<file path="src/rtl/pipe_pkg.sv">
// Shared encodings for the 5-stage pipeline hazard/forwarding control.
package pipe_pkg;

    localparam logic [1:0] FWD_RF  = 2'b00;
    localparam logic [1:0] FWD_WB  = 2'b01;
    localparam logic [1:0] FWD_MEM = 2'b10;

    localparam int BR_EX  = 2;
    localparam int BR_MEM = 3;

    typedef enum logic {
        IDLE    = 1'b0,
        MC_BUSY = 1'b1
    } mc_state_t;

endpackage

</file>
<file path="src/rtl/pipe_fwd_sel.sv">
// Per-operand forward select: EX/MEM result beats WB data, r0 never forwarded.
module pipe_fwd_sel
    import pipe_pkg::*;
#(
    parameter int REG_W = 5
) (
    input  logic [REG_W-1:0] src,
    input  logic [REG_W-1:0] mem_dst,
    input  logic             mem_regwrite,
    input  logic [REG_W-1:0] wb_dst,
    input  logic             wb_regwrite,
    output logic [1:0]       sel
);

    always_comb begin
        sel = FWD_RF;
        if (mem_regwrite && mem_dst != '0 && mem_dst == src)
            sel = FWD_MEM;
        else if (wb_regwrite && wb_dst != '0 && wb_dst == src)
            sel = FWD_WB;
    end

endmodule

</file>
<file path="src/rtl/pipe_hazard_ctrl.sv">
// Hazard controller: forwarding selects, load-use stall, multi-cycle EX freeze,
// jump/branch flush generation and a saturating stall-cycle counter.
module pipe_hazard_ctrl
    import pipe_pkg::*;
#(
    parameter int REG_W        = 5,
    parameter int MC_LAT       = 4,
    parameter int BRANCH_STAGE = 3,
    parameter int CNT_W        = 16
) (
    input  logic             clk,
    input  logic             rst,
    input  logic [REG_W-1:0] id_rs,
    input  logic [REG_W-1:0] id_rt,
    input  logic             id_uses_rs,
    input  logic             id_uses_rt,
    input  logic             id_jump,
    input  logic [REG_W-1:0] ex_rs,
    input  logic [REG_W-1:0] ex_rt,
    input  logic [REG_W-1:0] ex_dst,
    input  logic             ex_regwrite,
    input  logic             ex_memread,
    input  logic             mc_start,
    input  logic [REG_W-1:0] mem_dst,
    input  logic             mem_regwrite,
    input  logic [REG_W-1:0] wb_dst,
    input  logic             wb_regwrite,
    input  logic             branch_taken,
    output logic             pc_write,
    output logic             if_id_write,
    output logic             id_ex_bubble,
    output logic             ex_mem_bubble,
    output logic             if_id_flush,
    output logic             id_ex_flush,
    output logic             ex_mem_flush,
    output logic             ex_hold,
    output logic [1:0]       fwd_a,
    output logic [1:0]       fwd_b,
    output logic             mc_done,
    output logic [CNT_W-1:0] stall_cycles
);

    localparam int MC_CW = (MC_LAT > 2) ? $clog2(MC_LAT) : 1;

    mc_state_t        state;
    logic [MC_CW-1:0] mc_cnt;
    logic [1:0]       sel_a, sel_b;
    logic             load_use, freeze, mc_last;

    pipe_fwd_sel #(.REG_W(REG_W)) u_fwd_a (
        .src(ex_rs), .mem_dst(mem_dst), .mem_regwrite(mem_regwrite),
        .wb_dst(wb_dst), .wb_regwrite(wb_regwrite), .sel(sel_a)
    );
    pipe_fwd_sel #(.REG_W(REG_W)) u_fwd_b (
        .src(ex_rt), .mem_dst(mem_dst), .mem_regwrite(mem_regwrite),
        .wb_dst(wb_dst), .wb_regwrite(wb_regwrite), .sel(sel_b)
    );

    // Reset forces every output to its idle value without waiting for a clock.
    assign fwd_a = rst ? FWD_RF : sel_a;
    assign fwd_b = rst ? FWD_RF : sel_b;

    always_comb begin
        load_use = ex_memread && ex_regwrite && ex_dst != '0 &&
                   ((id_uses_rs && id_rs == ex_dst) || (id_uses_rt && id_rt == ex_dst));
        freeze   = (state == MC_BUSY) || mc_start;
        mc_last  = (state == MC_BUSY) && (mc_cnt == '0);

        pc_write      = 1'b1;
        if_id_write   = 1'b1;
        id_ex_bubble  = 1'b0;
        ex_mem_bubble = 1'b0;
        if_id_flush   = 1'b0;
        id_ex_flush   = 1'b0;
        ex_mem_flush  = 1'b0;
        ex_hold       = 1'b0;
        mc_done       = 1'b0;

        if (rst) begin
            // defaults already hold the reset values
        end else if (branch_taken) begin
            if_id_flush  = 1'b1;
            id_ex_flush  = 1'b1;
            ex_mem_flush = (BRANCH_STAGE == BR_MEM);
        end else if (freeze) begin
            // On the last cycle the result is released into EX/MEM.
            pc_write      = 1'b0;
            if_id_write   = 1'b0;
            ex_hold       = !mc_last;
            ex_mem_bubble = !mc_last;
            mc_done       = mc_last;
        end else if (load_use) begin
            pc_write     = 1'b0;
            if_id_write  = 1'b0;
            id_ex_bubble = 1'b1;
        end else if (id_jump) begin
            if_id_flush = 1'b1;
        end
    end

    always_ff @(posedge clk or posedge rst) begin
        if (rst) begin
            state        <= IDLE;
            mc_cnt       <= '0;
            stall_cycles <= '0;
        end else begin
            if (!pc_write && stall_cycles != '1)
                stall_cycles <= stall_cycles + 1'b1;

            if (branch_taken) begin
                state  <= IDLE;
                mc_cnt <= '0;
            end else begin
                case (state)
                    IDLE: if (mc_start) begin
                        state  <= MC_BUSY;
                        mc_cnt <= MC_CW'(MC_LAT - 2);
                    end
                    MC_BUSY: begin
                        if (mc_cnt == '0) state  <= IDLE;
                        else              mc_cnt <= mc_cnt - 1'b1;
                    end
                    default: state <= IDLE;
                endcase
            end
        end
    end

endmodule
</file>
<file path="config.mk">
export PLATFORM = sky130hd
export DESIGN_NAME = pipe_hazard_ctrl
export DESIGN_NICKNAME = d
export VERILOG_FILES = /design/src/rtl/pipe_pkg.sv /design/src/rtl/pipe_fwd_sel.sv /design/src/rtl/pipe_hazard_ctrl.sv
export SDC_FILE = /design/constraint.sdc
export NUM_CORES = 1
export LEC_CHECK = 0
export ABC_AREA = 1
export BUFFER_PORTS_ARGS = -buffer_cell sky130_fd_sc_hd__buf_2
export CAP_MARGIN = 20
export CELL_PAD_IN_SITES_DETAIL_PLACEMENT = 1
export CELL_PAD_IN_SITES_GLOBAL_PLACEMENT = 1
export CORE_UTILIZATION = 34
export DETAILED_ROUTE_END_ITERATION = 8
export PLACE_DENSITY = 0.95
export SYNTH_ARGS = -nofsm -noshare
export SYNTH_HDL_FRONTEND = slang
export SYNTH_SLANG_ARGS = --single-unit
export TNS_END_PERCENT = 1
</file>
<file path="constraint.sdc">
create_clock -name clk -period 5.2 [get_ports clk]
set_clock_uncertainty 0.2 [all_clocks]
set_input_delay 0 -clock clk [delete_from_list [all_inputs] [get_ports clk]]
set_output_delay 0 -clock clk [all_outputs]
set_load 0.01 [all_outputs]
</file>
# Word-level counts from Yosys, hierarchy flattened
# Cells that the tools add are included.
dict set report word_totals {
  in_bits 46
  ff_bits 19
  out_inout_bits 29
}
dict set report classes {
  bitwise 1
  mux 35
  n_addsub 2
  n_reduce_logical 22
  eq_ne 9
}
# cell n
set ops {}
lappend ops {{$eq A5 B5 Y1} 6}
lappend ops {{$mux W1} 26}
lappend ops {{$add A16 B1 Y16 const B} 1}
lappend ops {{$ne A16 B16 Y1 const B} 1}
lappend ops {{$reduce_bool A5 Y1} 3}
lappend ops {{$mux W2} 7}
lappend ops {{$logic_and A1 B1 Y1} 13}
lappend ops {{$ne A3 B3 Y1 const B} 2}
lappend ops {{$pmux W2 S2} 1}
lappend ops {{$logic_not A1 Y1} 2}
lappend ops {{$logic_not A2 Y1} 1}
lappend ops {{$logic_or A1 B1 Y1} 2}
lappend ops {{$pmux W1 S2} 1}
lappend ops {{$reduce_and A2 Y1} 1}
lappend ops {{$sub A2 B1 Y2 const B} 1}
lappend ops {{$not A1 Y1} 1}

# Depth between registers and ports, before layout
# Gate-level depths: netlist (run 1).
dict set report logic_depth {
  ltp_word 10
  ltp_mapped 12
  ltp_nobuf 11
}

# Hierarchy
# A second synthesis (run 1) with hierarchy kept.
dict set report unflattened {
  cells_unflattened 329
  area_unflattened_um2 1953.1
}
# module area_each_um2 cells_each seq_area_each_um2 n_inst
set by_module_without_submodules {}
lappend by_module_without_submodules {pipe_hazard_ctrl 1525.2 229 475.5 1}
lappend by_module_without_submodules {pipe_fwd_sel 214.0 50 0.0 2}

# Least setup slack after synthesis (run 1)
# No wires, ideal clock.
dict set report synth_timing {
  path_kind {flip-flop to flip-flop}
  start {register stall_cycles[0]}
  end {register stall_cycles[6]}
  slack_ns 3.423
  period_less_slack_ns 1.777
  path_buffers 0
  path_stages_with_launch 12
  t_arrival_ns 1.511
  cell_sequence {dfrtp_1 > ha_1 > nand2_1 > nor2_2 > nand2_2 > nor2_2 > nand2_2 > nor2_8 > inv_4 > nand3_4 > nand2_1 > nand2_1}
}
dict set report synth_between {
  elab_chain_cells 2
  word_cells_on_any_way 3
  cone_classes {add/sub: 1; eq/ne: 1; reduce/logical: 1}
}
# element line_no
set synth_rtl {}
lappend synth_rtl {{start, declared} pipe_hazard_ctrl.sv:40} ;# output logic [CNT_W-1:0] stall_cycles
lappend synth_rtl {{start signal, assigned} pipe_hazard_ctrl.sv:108} ;# stall_cycles <= stall_cycles + 1'b1;
lappend synth_rtl {{branches (longest 2 deep; another with $add A16 B1 Y16)} --}
# Several ways; the timed one is not identified.
# A chain may end at the register's enable or synchronous reset.

# Worst setup path in the final report (run 1)
dict set report layout_timing {
  start {input rst}
  end {output fwd_a[0]}
}
dict set report layout_between {
  elab_chain_cells 1
}
# element line_no
set layout_rtl {}
lappend layout_rtl {{start, declared} pipe_hazard_ctrl.sv:12} ;# input logic rst,
lappend layout_rtl {{$mux W2} pipe_hazard_ctrl.sv:60} ;# assign fwd_a = rst ? FWD_RF : sel_a;
lappend layout_rtl {{end, declared} pipe_hazard_ctrl.sv:37} ;# output logic [1:0] fwd_a,
# Every way passes these cells.

==> results of run 1 <==
==> registers in the layout, summed over array words and instances (netlist names) <==
register / cells
mc_cnt: 2
stall_cycles: 16
state: 1
==> metrics by stage <==
step | cells | setup slack [ns] | hold WS [ns] | utilization [%]
after floorplan | 291 | 3.42 | -0.111 | -
after global placement | 427 | 3.38 | 0.0355 | 43.2
after detailed placement | 427 | 3.27 | 0.0401 | 43.2
after CTS | 433 | 2.86 | 0.0214 | 44.5
after global routing | 434 | 3.00 | 0.0910 | 44.8
final | 434 | 3.24 | 0.0192 | 44.8
==> worst min path at each step <==
stage | from | endpoint | slack (ns) | cells after the start
after floorplan | branch_taken | state | -0.11 | 1
after global placement | branch_taken | state | 0.04 | 2
after detailed placement | branch_taken | state | 0.04 | 2
after CTS | mc_start | mc_cnt[1] | 0.02 | 6
after global routing | mc_start | mc_cnt[1] | 0.09 | 6
final | mc_start | mc_cnt[1] | 0.02 | 6
==> area by class of cell <==
class | instances | area share [%]
clock buffer | 3 | 1.80
inverter | 48 | 7.98
clock inverter | 1 | 0.328
timing repair buffer | 77 | 17.7
sequential | 19 | 20.8
multi-input combinational | 216 | 47.6
tap | 70 | 3.83
==> critical path: stages <==
cell and delay (ns):
dlygate4sd3_1 0.53, buf_2 0.17, inv_1 0.58, nand4_1 0.19, nor2_1 0.14, buf_2 0.14
==> logic make-up (layout without fill, tap and decap cells) <==
kind of cell    count (synthesis)  in the layout  synth area share (%)
simple gates                  181            181                  45.2
buf+inv                        56            129                  12.9
xor+xnor                       22             22                  10.7
flops                          19             19                  26.5
compound gates                 11             11                  3.34
fa+ha+maj                       2              2                  1.39
==> cells in the final DEF, fill, tap and decap left out, types with 4 or more instances in the layout <==
cell type,Yosys,layout
nand2_1,92,92
buf_2,0,74
inv_1,44,44
nor2_1,34,34
nand4_1,21,21
nand3_1,20,20
dfrtp_1,19,19
xor2_1,12,12
xnor2_1,10,10
o21ai_0,5,5
nor3_1,4,4
a21oi_1,4,4
==> metal layers <==
| metal | vias to the layer above | GRT usage, % | routed length [µm] |
|---|---|---|---|
| met2 | 50 | 41.4 | 3100 |
| met4 | 0 | 6.71 | 119 |
| met3 | 12 | 3.61 | 210 |
| met5 | - | 0 | 0 |
| li1 | 1056 | - | - |
| met1 | 1013 | 23.3 | 2160 |
==> power breakdown <==
group	switching [mW]	total (mW)	internal (mW)
registers	0.0200	0.183	0.163
clock network	0.0572	0.112	0.0544
logic	0.0871	0.147	0.0594
==> repair_timing <==
action,4_1_cts,5_1_grt
endpoints found under the hold margin,22,0
gates resized for setup,0,0
hold buffers,2,0
==> flow_summary_export.csv, run 1 <==
group,metric,value,unit
synthesis,synth-seq-cells,19,
setup_path,r2r_end,"stall_cycles[2]",
routing,first_pass_iters,4,
sta,rsz0062_at_grt,"no",
synthesis,syn_inst,291,
floorplan,initial_utilization,35.2,%
finish,fin_nets,413,
hold_path,hp-class,"in -> reg",
floorplan,fp.dieW,74.7,µm
setup_path,crit_start,"rst",
placed_design,dp.final_hpwl,4.68,mm
power,peakVddDrop,0.0000984,V
synthesis,synth_common_cells,"92 x nand2_1, 44 x inv_1, 34 x nor2_1",
sta,worst_pin_slew,0.784,ns
synthesis,synth_most_common_cell,"nand2_1",
setup_path,crit_type,"in -> out",
sta,post-route-period-util,37.7,%
job,max-cap-violations,0,
finish,fill_cells,732,
sta,clock.fmax,510,MHz
cts,cts_buffers,3,
cts,clock_latency,0.27,ns
cts,cts-root-buf,"clkbuf_8",
routing,ant_nets,0,
finish,areaGrowthSynthToFinish,27.4,%
routing,drcViolationCount,0,
global_routing,overflow,0,
routing,drt-total-wl,5.60,mm
synthesis,yosysSeqAreaShare,26.5,%
sta,final-setup-viol-count,0,
setup_path,crit_fanout,20,
placed_design,gp_congestion,0.865,
synthesis,postSynthAreaPerCell,6.17,µm²
cts,cts_max_level,1,
floorplan,core,5110,µm²
finish,final_layout_size_suffix_gt1_share,25.3,%
synthesis,yosysTopAreaCell,"dfrtp_1",
routing,drtIter0Drc,80,
floorplan,die_area,5580,µm²
placed_design,portBuffers,74,
status,status,"complete, no violations",
setup_path,reg2reg_from,"stall_cycles[1]",
setup_path,arrival,1.76,ns
cts,cts.clk_slew.worst_paths,0.08,ns
cts,cts_setup_buffers,0,
power,p_leak,1.31,nW
cts,cts_sinks,19,
finish,seq_area,475,µm²
synthesis,synth_warnings,0,
global_routing,grt_pass1_vias,2129,
setup_path,worst_setup_path_end_kind,"output pin",
synthesis,async_flop_share,100,%
synthesis,synth_edf_count,0,
sta,final-max-slew-violation-count,0,
sta,timing_hold_violations_final,0,
floorplan,ios,75,
setup_path,endpoint,"fwd_a[0]",
floorplan,num_rows,26,
setup_path,startpoint_type,"primary input",
synthesis,yosys-top-cells-area,"dfrtp_1 26%, nand2_1 19%, inv_1 9.2%, nand4_1 7.3%, nor2_1 7.1%",
synthesis,synthFlopType,"dfrtp_1",
sta,fin_crit,1.96,ns
finish,post-route-cell-area,2290,µm²
setup_path,r2r_cells,11,
sta,maxSlewHeadroom,47.7,%
global_routing,antenna_found_initial,0,
routing,viasPerCell,4.91,
routing,wire_per_inst,12.9,µm
synthesis,yosysUniqueCellTypes,24,
sta,setup-tns-final,0,ns
synthesis,synthesis.nets,339,
cts,tritoncts,"yes",
global_routing,grt_max_degree,28,
cts,clk_path_buf_depth,2,
synthesis,netlist_area,1800,µm²
floorplan,die_y,74.7,µm
global_routing,grt_use_total,21.3,%
power,p_per_area,193,nW/µm²
synthesis,synth_top_area_share,26.5,%
finish,multi_input_area,1090,µm²
setup_path,r2r_slack,3.26,ns
finish,antennaDiodeCount,0,
routing,vias,2131,
placed_design,post_dp_cell_area,2210,µm²
power,total_power,441,µW
setup_path,crit_required,5.00,ns
global_routing,grt_pass1_wl,9.24,mm
Note: power is estimated with default switching activity, not from simulation.
==> run 2, diff against run 1 <==
Settings changed: ABC_AREA 1 to 0, CORE_UTILIZATION 34 to 29, PLACE_DENSITY 0.95 to 0.87.
Clock period 5.2 ns to 1.6 ns, I/O delays scaled along.
==> run 2 against run 1 <==
Against the previous run:
- the flow now finishes with violations (negative setup slack)
- total power grew to 4.3 times the previous value
- global-route usage is 1.5 points higher
- cell area rose by 8.9%
- combinational power grew to 6.2 times the previous value
- register-to-register slack lost 3.6 ns
- routed wire length down 1.5%
- non-clock buffer count rose by 49
- clock power rose to 3.1 times the previous value
- worst setup slack worse by 3.5 ns
- sequential share of layout area is 1.6 points lower
- critical endpoint is now stall_cycles[14]
==> flow_summary_export.csv, run 2 <==
group,metric,value,unit
status,status,"finished, violations left",
status,violations,"negative setup slack",
finish,fin_nets,328,
global_routing,overflow,0,
cts,cts_buffers,3,
finish,final_layout_size_suffix_gt1_share,56.3,%
placed_design,dp.final_hpwl,4.18,mm
setup_path,crit_required,1.55,ns
setup_path,cpLargestDelayFamily,"simple AND/OR/NAND/NOR gates",
routing,viasPerCell,4.76,
global_routing,grt_pass1_wl,9.09,mm
sta,rsz0062_at_grt,"yes",
cts,cts_max_level,1,
placed_design,portBuffers,74,
sta,final-max-slew-violation-count,0,
job,max-cap-violations,0,
routing,wire_per_inst,15.9,µm
hold_path,hp-class,"in -> async",
synthesis,synth_common_cells,"25 x xnor2_1, 19 x dfrtp_1, 18 x xor2_1",
placed_design,gp_congestion,0.799,
synthesis,yosysTopAreaCell,"dfrtp_1",
routing,ant_nets,0,
finish,reg_top3,"stall_cycles x16, mc_cnt x2, state x1",
setup_path,crit_fanout,5,
power,total_power,1.88,mW
synthesis,netlist_area,1440,µm²
cts,clock_latency,0.27,ns
power,p_leak,1.30,nW
floorplan,die_area,5260,µm²
setup_path,max_stage_delay,0.36,ns
finish,largest_reg_flops,16,
sta,post-route-period-util,118,%
setup_path,r2r_cells,6,
setup_path,startpoint_type,"flip-flop",
sta,setup_slack,-0.293,ns
sta,worst_pin_slew,0.906,ns
synthesis,synth-seq-cells,19,
synthesis,synth_most_common_cell,"xnor2_1",
synthesis,synth_warnings,0,
finish,top_register,"stall_cycles",
sta,final-setup-viol-count,18,
sta,timing_hold_violations_final,0,
floorplan,num_rows,25,
setup_path,crit_type,"reg -> reg",
power,peakVddDrop,0.000369,V
setup_path,crit_path_frequent_cell,"and3_4",
synthesis,yosys-top-cells-area,"dfrtp_1 33%, xnor2_1 15%, xor2_1 11%, nor3_1 4.2%, nand4_1 3.5%",
global_routing,use_met1,25.8,%
finish,final_cell_mix,"74 x buf_2, 43 x buf_4, 24 x xnor2_1",
synthesis,synth_top_area_share,33.0,%
setup_path,worst_setup_path_end_kind,"flip-flop",
floorplan,die_y,72.5,µm
synthesis,synthFlopType,"dfrtp_1",
synthesis,postSynthAreaPerCell,9.24,µm²
global_routing,grt_max_degree,20,
global_routing,grt_use_total,22.8,%
finish,final_common_cell,"buf_2",
finish,finalNonFillerCells,346,
cts,tritoncts,"yes",
synthesis,yosysUniqueCellTypes,33,
routing,drt-total-wl,5.51,mm
routing,drtIter0Drc,34,
synthesis,syn_inst,156,
finish,antennaDiodeCount,0,
placed_design,dp_cells,333,
floorplan,ios,75,
setup_path,crit_slowest_cell,"dfrtp_1",
cts,cts_sinks,19,
routing,first_pass_iters,3,
synthesis,async_flop_share,100,%
global_routing,grt.busiest_layer,"met2",
sta,maxSlewHeadroom,39.6,%
synthesis,synth_edf_count,0,
finish,areaGrowthSynthToFinish,73.0,%
setup_path,path_buf_inv,1,
cts,clk_path_buf_depth,2,
sta,fin_crit,1.89,ns
synthesis,yosysSeqAreaShare,33.0,%
routing,vias,1646,
setup_path,crit_chain,"and3_4 > and3_4 > buf_6 > nand3_4 > nor4_4 > mux2_4",
global_routing,grt_pass1_vias,1843,
setup_path,reg2reg_from,"stall_cycles[4]",
setup_path,cp.depth,6,
global_routing,antenna_found_initial,0,
setup_path,crit_start,"stall_cycles[4]",
floorplan,fp.dieW,72.5,µm
setup_path,arrival,1.85,ns
synthesis,synthesis.nets,204,
routing,drcViolationCount,0,
floorplan,initial_utilization,30.3,%
power,p_per_area,753,nW/µm²
finish,fill_cells,585,
global_routing,grt.met3_usage,3.47,%
cts,cts.clk_slew.worst_paths,0.07,ns
floorplan,core,4750,µm²
sta,clock.fmax,528,MHz
global_routing,gr-usage-met2,43.2,%
cts,cts-root-buf,"clkbuf_8",
run 2: cell count changes after synthesis, moves of 4 or more:
cell	delta
nand2_1	-79
and3_1	+4
nor4_1	+4
inv_1	-41
nor2_1	-25
nand4_1	-13
xor2_1	+6
xnor2_1	+15
nand3_1	-13
nor3_1	+8
a21oi_1	-4
run 2: worst min-delay path, stage by stage:
cell,delay [ns]
buf_2,0.14
inv_1,0.10
buf_4,0.12
dlymetal6s4s_1,0.76
run 2: where the power goes:
part | internal (mW) | leakage [nW] | switching, mW
Combinational | 0.459 | 1.03 | 0.446
Clock | 0.178 | 0.0228 | 0.172
Sequential | 0.561 | 0.248 | 0.0615
Total | 1.20 | 1.30 | 0.680
run 2: layer usage:
layer / share of wire, % / up-vias
met4: 2.4 / 0
met5: 0 / -
met1: 41 / 803
li1: - / 793
met2: 54 / 39
met3: 2.5 / 11
run 2: final cells by class:
cell class | instances | area (µm²) | area share [%]
clock buffer | 4 | 45.0 | 1.81
inverter | 3 | 11.3 | 0.452
multi-input combinational | 127 | 1080 | 43.5
sequential | 19 | 477 | 19.1
tap | 67 | 83.8 | 3.36
timing repair buffer | 126 | 793 | 31.8
run 2: through the flow:
step	area, µm²	hold WS, ns	utilization (%)	TNS [ns]	setup slack [ns]
4_1_cts	2460	0.150	51.7	-3.32	-0.275
3_3_place_gp	2190	-0.0520	46.1	-4.18	-0.337
6_report	2490	0.0968	52.4	-3.13	-0.293
2_1_floorplan	1460	-0.0526	-	-2.98	-0.282
5_1_grt	2490	0.166	52.4	-4.30	-0.352
3_5_place_dp	2190	-0.0374	46.1	-5.15	-0.416
run 2: what timing repair did:
item | 4_1_cts | 5_1_grt
resized for setup | 33 | 8
pin swaps | 11 | 5
hold endpoints to repair | 22 | 0
endpoints found under the setup margin | 21 | 42
hold buffers | 3 | 0
setup buffers | 6 | 0
run 2: final timing paths:
check | endpoint | slack, ns
min in group clk | if_id_flush | 0.15
max reg2reg | stall_cycles[14] | -0.29
min reg2reg | mc_cnt[1] | 0.34
max in group asynchronous | stall_cycles[3] | 0.49
min | stall_cycles[1] | 0.1
max | stall_cycles[14] | -0.29
run 2: kinds of logic (layout without fill, tap and decap cells):
family                     Yosys count  after routing  share of synthesized area (%)
and+or+nand+nor                     68             68                           24.7
xor gates and xnor gates            43             43                           26.1
DFF                                 19             19                           33.0
AOI/OAI and AO/OA                   10             10                           7.47
buffers and inverters               10            133                           3.91
muxes                                4              4                           3.04
adders and majority gates            2              2                           1.74
==> run 3, diff against run 2 <==
Settings changed: PLACE_DENSITY 0.87 to default, PLACE_DENSITY_LB_ADDON from default to 0.2.
==> run 3 against run 2 <==
Against the previous run:
- the flow still finishes with violations (negative setup slack)
- core utilization is 0.24 points lower
- final cell count down 0.87%
- sequential power about the same
- clock power about the same
- via count is 2.7% lower
- first-iteration DRC count fell by 2.9%
- critical path depth down 1
- global-route usage decreased by 3.3 points
==> flow_summary_export.csv, run 3 (synthesized netlist as in run 2, its figures left out) <==
group,metric,value,unit
status,status,"finished, violations left",
floorplan,die_area,5260,µm²
setup_path,crit_type,"reg -> reg",
setup_path,crit_fanout,4,
global_routing,grt.met3_usage,2.50,%
global_routing,grt_pass1_wl,7.90,mm
floorplan,core,4750,µm²
placed_design,pre_cts_slack,-0.368,ns
finish,areaGrowthSynthToFinish,72.2,%
sta,fin_crit,1.78,ns
setup_path,cpLargestDelayFamily,"simple AND/OR/NAND/NOR gates",
power,p_per_area,733,nW/µm²
finish,final_common_cell,"buf_2",
setup_path,startpoint_type,"flip-flop",
floorplan,initial_utilization,30.3,%
placed_design,post_dp_cell_area,2180,µm²
power,p_int,1.17,mW
routing,wire_per_inst,14.3,µm
sta,timing_hold_violations_final,0,
cts,cts.clk_slew.worst_paths,0.07,ns
routing,drt-total-wl,4.92,mm
global_routing,overflow,0,
routing,viasPerCell,4.67,
sta,post-route-period-util,111,%
setup_path,crit_path_frequent_cell,"and3_4",
cts,clock_latency,0.26,ns
cts,cts-root-buf,"clkbuf_8",
placed_design,portBuffers,74,
global_routing,grt_max_degree,20,
placed_design,dp.final_hpwl,3.84,mm
setup_path,worst_setup_path_end_kind,"flip-flop",
power,p_comb_share,46.6,%
floorplan,ios,75,
placed_design,gp_congestion,0.777,
finish,top_register,"stall_cycles",
setup_path,max_stage_delay,0.38,ns
global_routing,grt_use_total,19.6,%
finish,multi_input_area,1060,µm²
floorplan,die_y,72.5,µm
cts,cts_sinks,19,
finish,antennaDiodeCount,0,
floorplan,num_rows,25,
power,p_seq_share,34.3,%
routing,first_pass_iters,3,
finish,final_layout_size_suffix_gt1_share,55.4,%
setup_path,crit_required,1.55,ns
status,violations,"negative setup slack",
finish,fill_cells,582,
sta,rsz0062_at_grt,"yes",
global_routing,gr-usage-met2,37.6,%
sta,setup_slack,-0.181,ns
setup_path,arrival,1.73,ns
finish,seq_area,477,µm²
cts,cts_max_level,1,
power,swShare,35.7,%
global_routing,grt.busiest_layer,"met2",
finish,fin_nets,325,
global_routing,use_met1,22.0,%
sta,clock.fmax,562,MHz
routing,ant_nets,0,
finish,reg_top3,"stall_cycles x16, mc_cnt x2, state x1",
routing,drtIter0Drc,33,
sta,worst_pin_slew,0.896,ns
finish,post-route-cell-area,2480,µm²
floorplan,fp.dieW,72.5,µm
power,p_clk_share,19.1,%
cts,cts_buffers,3,
sta,setup-tns-final,-2.31,ns
sta,final-setup-viol-count,19,
power,total_power,1.82,mW
job,max-cap-violations,0,
power,p_sw,651,µW
placed_design,dp_cells,332,
power,p_leak,1.26,nW
setup_path,crit_chain,"and3_4 > and3_4 > nand3_4 > nor3_4 > mux2_4",
setup_path,crit_slowest_cell,"dfrtp_1",
routing,drcViolationCount,0,
setup_path,path_buf_inv,0,
routing,vias,1602,
global_routing,antenna_found_initial,0,
finish,final_cell_mix,"71 x buf_2, 38 x buf_4, 25 x xnor2_1",
sta,final-max-slew-violation-count,0,
hold_path,hp-class,"in -> out",
finish,largest_reg_flops,16,
sta,maxSlewHeadroom,40.3,%
finish,fin_util,52.2,%
finish,finalNonFillerCells,343,
cts,tritoncts,"yes",
sta,hold_ws,0.152,ns
global_routing,grt_pass1_vias,1698,
power,peakVddDrop,0.000299,V
cts,clk_path_buf_depth,2,
## run 3: cell count changes in the layout (fill, tap and decap cells not counted), sizes merged
cell,delta
buf,-3
## run 3: worst register-to-register path: cells and delay by family (launching register included)
kind / cells / cell delay, ns
AND/OR/NAND/NOR: 4 / 0.78
multiplexers: 1 / 0.31
flip-flops: 1 / 0.38
## run 3: power groups by stage
| stage | logic (mW) | clock network [mW] | registers [mW] |
|---|---|---|---|
| after floorplan | 0.261 | 0 | 0.690 |
| after global placement | 0.737 | 0 | 0.619 |
| after detailed placement | 0.751 | 0 | 0.625 |
| after CTS | 0.839 | 0.368 | 0.622 |
| after global routing | 0.924 | 0.383 | 0.632 |
| final | 0.848 | 0.347 | 0.625 |
## run 3: area by class of cell
class                      instances  share of cell area, %
clock buffer                       4                   1.81
inverter                           3                  0.454
timing repair buffer             123                   32.3
sequential                        19                   19.2
tap                               67                   3.38
multi-input combinational        127                   42.9
## run 3: worst paths after layout
| check | slack, ns | depth (start not counted) | start | endpoint |
|---|---|---|---|---|
| max in group asynchronous | 0.38 | 5 | rst | stall_cycles[3] |
| min in group asynchronous | 0.22 | 5 | rst | state |
| worst max-delay path | -0.18 | 5 | stall_cycles[7] | stall_cycles[12] |
| worst max register to register | -0.18 | 5 | stall_cycles[7] | stall_cycles[12] |
| worst min register to register | 0.30 | 1 | stall_cycles[9] | stall_cycles[9] |
| worst min-delay path | 0.15 | 4 | id_jump | if_id_flush |
## run 3: timing repair
| action | in CTS | in global routing |
|---|---|---|
| setup endpoints to repair | 21 | 41 |
| endpoints found under the hold margin | 22 | 0 |
| gates resized for setup | 29 | 15 |
| hold buffers | 3 | 0 |
| pin swaps | 14 | 7 |
| buffers inserted | 5 | 0 |
## run 3: per-layer routing
metal,part of all wire [%],vias to the layer above
li1,-,787
met4,1.2,0
met1,40,769
met2,54,41
met3,3.9,5
met5,0,-
